## src/rtl/lsq_pkg.sv

```systemverilog
// Shared definitions for the load/store queue: operation encoding and default sizing.
package lsq_pkg;

   typedef enum logic {
      LSQ_LOAD  = 1'b0,
      LSQ_STORE = 1'b1
   } lsq_op_e;

   localparam int LSQ_ADDR_WIDTH = 32;
   localparam int LSQ_DATA_WIDTH = 32;
   localparam int LSQ_ENTRIES    = 16;

endpackage

```

## src/rtl/lsq_fwd_match.sv

```systemverilog
// Age-ordered store search for load forwarding. Walks the ring from the head
// (oldest) towards the tail, so the last match seen is the youngest store.
module lsq_fwd_match
   import lsq_pkg::*;
#(
   parameter int ENTRIES    = LSQ_ENTRIES,
   parameter int ADDR_WIDTH = LSQ_ADDR_WIDTH,
   localparam int TAG_WIDTH = $clog2(ENTRIES)
) (
   input  logic [ENTRIES-1:0]            valid_vec,
   input  logic [ENTRIES-1:0]            store_vec,
   input  logic [ENTRIES*ADDR_WIDTH-1:0] addr_flat,
   input  logic [TAG_WIDTH-1:0]          head_idx,
   input  logic [ADDR_WIDTH-1:0]         key_addr,
   output logic                          hit,
   output logic [TAG_WIDTH-1:0]          match_idx
);

   logic [TAG_WIDTH-1:0] idx;

   // Priority search oldest-to-youngest; later (younger) matches overwrite earlier ones.
   always_comb begin
      hit       = 1'b0;
      match_idx = head_idx;
      idx       = head_idx;
      for (int k = 0; k < ENTRIES; k++) begin
         idx = head_idx + TAG_WIDTH'(k);
         if (valid_vec[idx] && store_vec[idx] &&
             (addr_flat[int'(idx)*ADDR_WIDTH +: ADDR_WIDTH] == key_addr)) begin
            hit       = 1'b1;
            match_idx = idx;
         end
      end
   end

endmodule

```

## src/rtl/lsq_ring.sv

```systemverilog
// Circular load/store queue: in-order allocation, out-of-order commit by tag,
// in-order issue from the head, and store-to-load forwarding at push time.
module lsq_ring
   import lsq_pkg::*;
#(
   parameter int MEM_ADDR_WIDTH = LSQ_ADDR_WIDTH,
   parameter int DATA_WIDTH     = LSQ_DATA_WIDTH,
   parameter int ENTRIES        = LSQ_ENTRIES,
   localparam int TAG_WIDTH     = $clog2(ENTRIES)
) (
   input  logic                      clk,
   input  logic                      sync_rst_n,
   input  logic                      clk_en,
   input  logic                      push_valid,
   output logic                      push_ready,
   input  logic                      push_is_store,
   input  logic [MEM_ADDR_WIDTH-1:0] push_addr,
   input  logic [DATA_WIDTH-1:0]     push_data,
   output logic [TAG_WIDTH-1:0]      push_tag,
   output logic                      fwd_hit,
   output logic [DATA_WIDTH-1:0]     fwd_data,
   input  logic                      commit_valid,
   input  logic [TAG_WIDTH-1:0]      commit_tag,
   output logic                      mem_req_valid,
   input  logic                      mem_req_ready,
   output logic                      mem_req_is_store,
   output logic [MEM_ADDR_WIDTH-1:0] mem_req_addr,
   output logic [DATA_WIDTH-1:0]     mem_req_data,
   output logic [TAG_WIDTH-1:0]      mem_req_tag,
   output logic [TAG_WIDTH:0]        count,
   output logic                      full,
   output logic                      empty
);

   typedef struct packed {
      lsq_op_e                   op;
      logic [MEM_ADDR_WIDTH-1:0] addr;
      logic [DATA_WIDTH-1:0]     data;
   } entry_t;

   // Payload is never reset; the valid bits alone decide what is live.
   entry_t slot_q [ENTRIES];

   logic [TAG_WIDTH:0]   head_q, head_d, tail_q, tail_d;
   logic [ENTRIES-1:0]   valid_q, valid_d;
   logic [ENTRIES-1:0]   cmt_q, cmt_d;
   logic [ENTRIES-1:0]   fwd_q, fwd_d;
   logic [TAG_WIDTH-1:0] head_idx, tail_idx;
   logic                 push_fire, pop_fire, commit_fire, head_ready;
   logic                 match_hit;
   logic [TAG_WIDTH-1:0] match_idx;
   logic [ENTRIES-1:0]   store_vec;
   logic [ENTRIES*MEM_ADDR_WIDTH-1:0] addr_flat;

   assign head_idx = head_q[TAG_WIDTH-1:0];
   assign tail_idx = tail_q[TAG_WIDTH-1:0];

   assign full       = (head_idx == tail_idx) && (head_q[TAG_WIDTH] != tail_q[TAG_WIDTH]);
   assign empty      = (head_q == tail_q);
   assign count      = tail_q - head_q;
   assign push_ready = !full;
   assign push_tag   = tail_idx;

   // Full blocks the push even if the head pops this cycle, keeping push_ready
   // independent of mem_req_ready.
   assign push_fire   = clk_en && push_valid && !full;
   assign commit_fire = clk_en && commit_valid && valid_q[commit_tag];

   assign head_ready    = valid_q[head_idx] && cmt_q[head_idx];
   assign mem_req_valid = head_ready && !fwd_q[head_idx];
   // Forwarded loads already have their data, so they retire without memory.
   assign pop_fire      = clk_en && head_ready && (fwd_q[head_idx] || mem_req_ready);

   assign mem_req_is_store = (slot_q[head_idx].op == LSQ_STORE);
   assign mem_req_addr     = slot_q[head_idx].addr;
   assign mem_req_data     = slot_q[head_idx].data;
   assign mem_req_tag      = head_idx;

   // Flatten slot addresses and op types for the forwarding search.
   always_comb begin
      addr_flat = '0;
      store_vec = '0;
      for (int i = 0; i < ENTRIES; i++) begin
         addr_flat[i*MEM_ADDR_WIDTH +: MEM_ADDR_WIDTH] = slot_q[i].addr;
         store_vec[i] = (slot_q[i].op == LSQ_STORE);
      end
   end

   lsq_fwd_match #(
      .ENTRIES    (ENTRIES),
      .ADDR_WIDTH (MEM_ADDR_WIDTH)
   ) u_fwd_match (
      .valid_vec (valid_q),
      .store_vec (store_vec),
      .addr_flat (addr_flat),
      .head_idx  (head_idx),
      .key_addr  (push_addr),
      .hit       (match_hit),
      .match_idx (match_idx)
   );

   assign fwd_hit  = push_fire && !push_is_store && match_hit;
   assign fwd_data = slot_q[match_idx].data;

   // Next-state for pointers and per-slot flags: commit, then pop, then push.
   always_comb begin
      head_d  = head_q;
      tail_d  = tail_q;
      valid_d = valid_q;
      cmt_d   = cmt_q;
      fwd_d   = fwd_q;
      if (commit_fire) begin
         cmt_d[commit_tag] = 1'b1;
      end
      if (pop_fire) begin
         valid_d[head_idx] = 1'b0;
         head_d            = head_q + 1'b1;
      end
      if (push_fire) begin
         valid_d[tail_idx] = 1'b1;
         cmt_d[tail_idx]   = 1'b0;
         fwd_d[tail_idx]   = fwd_hit;
         tail_d            = tail_q + 1'b1;
      end
   end

   // Pointer and flag registers; reset wins over clk_en.
   always_ff @(posedge clk) begin
      if (!sync_rst_n) begin
         head_q  <= '0;
         tail_q  <= '0;
         valid_q <= '0;
         cmt_q   <= '0;
         fwd_q   <= '0;
      end else begin
         head_q  <= head_d;
         tail_q  <= tail_d;
         valid_q <= valid_d;
         cmt_q   <= cmt_d;
         fwd_q   <= fwd_d;
      end
   end

   // Payload write on push; a forwarded load keeps the store data it received.
   always_ff @(posedge clk) begin
      if (sync_rst_n && push_fire) begin
         slot_q[tail_idx].op   <= lsq_op_e'(push_is_store);
         slot_q[tail_idx].addr <= push_addr;
         slot_q[tail_idx].data <= fwd_hit ? fwd_data : push_data;
      end
   end

endmodule

```

## config.mk

```make
export PLATFORM = sky130hd
export DESIGN_NAME = lsq_ring
export DESIGN_NICKNAME = d
export VERILOG_FILES = /design/src/rtl/lsq_pkg.sv /design/src/rtl/lsq_fwd_match.sv /design/src/rtl/lsq_ring.sv
export SDC_FILE = /design/constraint.sdc
export NUM_CORES = 2
export LEC_CHECK = 0
export CAP_MARGIN = 15
export CORE_ASPECT_RATIO = 0.9
export CORE_MARGIN = 1
export CORE_UTILIZATION = 58
export DETAILED_ROUTE_END_ITERATION = 16
export PLACE_DENSITY = 0.83
export SLEW_MARGIN = 10
export SYNTH_ARGS = -nofsm -noshare
export SYNTH_HDL_FRONTEND = slang
export SYNTH_HIERARCHICAL = 1
export SYNTH_SLANG_ARGS = --single-unit
```

## constraint.sdc

```tcl
create_clock -name clk -period 8.9 [get_ports clk]
set_input_delay 1.335 -clock clk [delete_from_list [all_inputs] [get_ports clk]]
set_output_delay 1.335 -clock clk [all_outputs]
set_load 0.02 [all_outputs]
```

# After elaboration in Yosys (flattened, before gate mapping)
# Memory sizes are Yosys's and may differ from the RTL's. A register that Yosys moved wholly into a read port is not among the register bits.
# Index checks and enable logic that the tools add are counted.
# op_classes
n_lt_le_gt_ge	21
bitwise_logic	6
muxes	117
reduce_logical	51
n_addsub	18
eq_ne	19
n_shift	16
# ops
op	count
$shiftx A512 B10 Y32	16
$eq A32 B32 Y1	16
$bmux W1 S4	35
$lt A4 B5 Y1 const B	18
$mux W4	17
$mux W16	4
$mux W1	56
$logic_and A1 B1 Y1	47
$add A4 B4 Y4 const B	8
$and A16 B16 Y16	2
$mux W32	1
$not A16 Y16	2
$or A16 B16 Y16	2
$add A4 B3 Y4 const B	4
$bwmux W16	1
$demux W1 S4	3
$ge A4 B1 Y1 const B	3
$add A5 B1 Y5 const B	2
$add A4 B2 Y4 const B	2
$eq A5 B5 Y1	1
$sub A5 B5 Y5	1
$add A4 B1 Y4 const B	1
$eq A4 B4 Y1	1
$logic_not A1 Y1	3
other kinds (2)	2
# totals
memories	1
register_bits	58
ram_bits	1040
# memory_table
name	depth	word_bits	read_ports	rd_ports_with_merged_regs	wr	line	source
slot_q	16	65	18	1	1	lsq_ring.sv:42	entry_t slot_q [ENTRIES];

# Depth between registers and ports, before layout
# An unclocked memory read counts as a cell.
# depth
depth_word	23
ltp_mapped	30
depth_no_buf	17

# Cells and area by module
# Netlist, hierarchy kept.
# modules_own_cells
mod	n_inst	seq_area_each_um2	area_per_inst_um2	cells_per_inst
lsq_ring	1	32471.1	46683.5	2059
lsq_fwd_match	1	0.0	36216.0	2908

# Worst setup path before layout
# Ideal clock, no wire load.
# synth_path
path_kind	register -> output
start	reg head_q[2]
end	out fwd_data[12]
path_buffers	11
slack_ps	-37
arrival_time_ps	7602
stages_incl_launch_ff	28
cell_sequence	dfxtp_1 buf_2 clkinv_1 buf_2 buf_1 clkbuf_1 clkbuf_1 clkbuf_1 ha_1 clkbuf_1 inv_2 buf_1 clkbuf_1 mux4_2 xnor2_1 nand4_1 nor4_1 nand3_1 and3b_1 nor3_1 a21o_1 a21oi_1 or3b_1 a21oi_1 clkbuf_1 clkbuf_1 mux4_2 mux4_2
# synth_via
elab_chain_len	21
word_cells_on_any_way	151
cone_classes	add/sub: 15; eq/ne: 15; shift: 15; mux: 75; reduce/logical: 30; memory: 1
# synth_rtl
element	line	source
start, declared	lsq_ring.sv:44	logic [TAG_WIDTH:0] head_q, head_d, tail_q, tail_d;
start signal, assigned	lsq_ring.sv:130	head_q <= '0;
start signal, assigned	lsq_ring.sv:136	head_q <= head_d;
branches (longest 19 deep; another with $add A4 B1 Y4)	n/a	
$mux W4 *	lsq_fwd_match.sv:28	if (valid_vec[idx] && store_vec[idx] &&
named net match_idx[1]	lsq_ring.sv:51	logic [TAG_WIDTH-1:0] match_idx;
$mem_v2 Z16 W65 *	n/a	
end, declared	lsq_ring.sv:21	output logic [DATA_WIDTH-1:0] fwd_data,
# Mark *: on every way through the listed nets, which the timed path passes. The select of a mux whose other input is x is not followed.

# Final worst setup path
# layout_path
start	reg head_q[3]
end	out fwd_data[24]
# Same word-level chain as after synthesis.

==> metrics <==
Post-Place Cells slightly above 7000; die area 0.144 sq mm; total power about 12 mW; violated checks setup timing; Post-DP HPWL between 200 and 250 mm; peak supply drop between 0.2 and 0.25 mV; Avg Inst Size Synth 16.7 sq um; drt wl/cell approximately 48 um; Routed Antenna Nets 0; end of the worst hold path fwd_q[3]; Tcrit/Tclk final 1.00; RD Place Congestion ~1.1; R2R setup slack roughly 1700 ps; std cell rows 131; Layout area overhead 15.1%; routed wire length 354 mm; post-place instance area 0.0905 sq mm; crit-path max FO 24; top-count cell post-synth mux4_2; Critical-path top delay cell dfxtp_4; first-pass GRT wire length 478 mm; final setup violation count 5; DIE HEIGHT 361 um; Post-Syn Nets about 5000; share of cells above drive strength 1 0.457; Setup CP Type reg2out; met1 Resource Use GR 0.650; WHS Path Cells 2; register area share after synthesis 0.392; I/O pin count 190; TritonCTS clock tree done; most area-consuming cells after synthesis mux4_2, edfxtp_1, xnor2_1; Seq cells post-synth 1102; Final nets ~5500; Total GRT Usage 0.478; pins over their slew limit 0; vias in the first global route 58500; Worst Path Required 7570 ps; antenna violations before repair 33; Overflow after GRT 0; via count between 60000 and 70000; GRT busiest layer met2; number of flops mapped to enable cells by yosys approximately 1000; synth warn 6; met2 Use GR 0.705; largest net degree at the start of global routing 140; clock sinks 1102; Min-Delay Path Class reg2reg; post-synth top area share 0.401; Synth area leader mux4_2; IO buf count 189; Crit path max-delay family multiplexers; Worst-path clk slew ~70 ps; total core area around 0.14 sq mm; startpoint types flop; design area 0.0954 sq mm; H-tree depth 3; RR Endpoint slot_q[8][17]; Synth cell types 92; Max Root-Sink Buffers 3; max_cap viols 0; Worst Max-Slew Pin Slew 1450 ps; FF-to-FF Start head_q[3]; CTS Buf Count roughly 110; Post-Synthesis Cells 4967; min-delay src fwd_q[3]; Slew HR 0.0247; CTS Hold Bufs 0; post-route setup slack -38.2 ps; P_leak 29.6 nW; Top FF cell, synth edfxtp_1; worst path arrival time 7600 ps; Initial Utilization 0.585; Fin. Hold Viols 0; mapped cell area between 0.08 and 0.09 sq mm; Buf/Inv on CP 7; clk_lat worst skew just over 800 ps; r2r worst-path depth 19; min Tclk post-route 8940 ps; via/cell ratio around 8.4; Max Freq 0.112 GHz; worst hold margin approximately 520 ps; CP peak stage delay ~730 ps; CP Cell Sequence buf_12, buf_4, mux4_2, mux2_2, mux2i_1, xor2_1, nand4_1, nor4_2, buf_4, a41oi_1, a31o_2, a21boi_1, xnor2_2, buf_4, buf_16, buf_4, mux4_2, mux4_2, dlygate4sd2_1; # DRC 0; clock root buffer clkbuf_16; Crit path top cell by count buf_4; Filler cells 9036; met3 Resource Use GR 0.149; detailed router's first-iteration violation count 10600; PwrDens ~120 mW/mm^2; ys async rst share 0; Worst Clk Skew 83.9 ps; top cells by count, synth mux4_2, edfxtp_1, xnor2_1; outcome finished, violations left; TritonRoute pass-1 iters 6; CP endpoint kind output port; Post-Layout Cell Count 7415; die width 401 um
-- cell type report --
type                    instances  area, sq um  share of cell area
multi-input cells            3342        48300               0.506
flip-flops and latches       1102        32500               0.341
clock buffers                 126         2860              0.0300
inverters                      39          161             0.00169
diodes                         12         30.0            0.000315
well taps                    1862         2330              0.0244
repair buffers                850         8190              0.0858
clock inverters                82         1110              0.0116
-- worst max path at each step --
stage / from / end / slack, ps / cells after the start
5_1_grt: head_q[1] / fwd_data[15] / -20 / 24
3_5_place_dp: push_addr[31] / fwd_data[13] / 110 / 18
3_3_place_gp: push_addr[31] / fwd_data[8] / 280 / 18
4_1_cts: head_q[1] / fwd_data[16] / 9 / 23
6_report: head_q[3] / fwd_data[24] / -40 / 19
2_1_floorplan: head_q[2] / fwd_data[12] / 140 / 27
-- cell usage in the layout (no fill, tap or decap), types with 58 or more instances in the layout --
cell / netlist / routed
nand4_1: 101 / 101
mux2i_1: 287 / 283
edfxtp_1: 1040 / 1040
nor4_1: 70 / 67
xor2_1: 179 / 170
buf_12: 1 / 74
nor2_1: 63 / 58
mux4_2: 1477 / 1477
buf_4: 66 / 548
a21oi_1: 69 / 66
nand2_1: 194 / 194
xnor2_1: 361 / 347
clkbuf_16: 0 / 121
mux2_2: 95 / 95
clkdlybuf4s50_1: 0 / 152
-- where the power goes --
group          internal [mW]  switching (mW)  total (mW)
logic                  0.282           0.564       0.846
registers               5.68          0.0171        5.70
clock network           2.91            2.30        5.21
-- routing by layer --
layer	up-vias	routed length (um)	part of all wire
li1	22400	-	-
met3	1416	53900	0.15
met2	6722	154000	0.44
met1	31800	118000	0.33
met5	-	179	0.00051
met4	28	27100	0.077
-- metrics by stage --
step / TNS, ps / setup WS, ps / util
2_1_floorplan: 0 / 140 / -
3_3_place_gp: 0 / 278 / 0.639
3_5_place_dp: 0 / 114 / 0.639
4_1_cts: 0 / 8.62 / 0.669
5_1_grt: -97.7 / -23.7 / 0.673
6_report: -122 / -38.2 / 0.673
-- timing repair --
item / CTS / global route
resized for setup: 59 / 42
endpoints found under the hold margin: 0 / 0
endpoints found under the setup margin: 32 / 32
cloned: 3 / 10
pin swaps: 2 / 5
buffers inserted: 7 / 14
-- worst reg2reg max path: stages (launching register included) --
cell      delay, ps
dfxtp_4         730
buf_12          320
buf_4           340
mux4_2          360
mux2_2          290
mux2i_1         260
xor2_1          640
nand4_1         280
nor4_2          510
buf_4           210
a41oi_1         190
a31o_2          310
a21boi_1        220
xnor2_2         170
buf_4           200
buf_16          190
buf_6           200
mux4_2          540
mux4_2          530
mux2_2          430
-- kinds of logic after synthesis --
logic type,Yosys count,share of synthesized area
flip-flops,1102,0.392
multiplexers,1867,0.451
AO/OA/AOI/OAI,228,0.0187
buffers and inverters,523,0.0323
adder cells (fa/ha/maj),20,0.00311
XOR/XNOR,547,0.0584
AND/OR/NAND/NOR,680,0.0451
-- sequential cells by signal (all words and copies together), names as in the netlist, named ones only --
name,flops
slot_q,1040
valid_q,16
fwd_q,16
cmt_q,16
tail_q,5
head_q,5
Note: power is estimated with default switching activity, not from simulation.
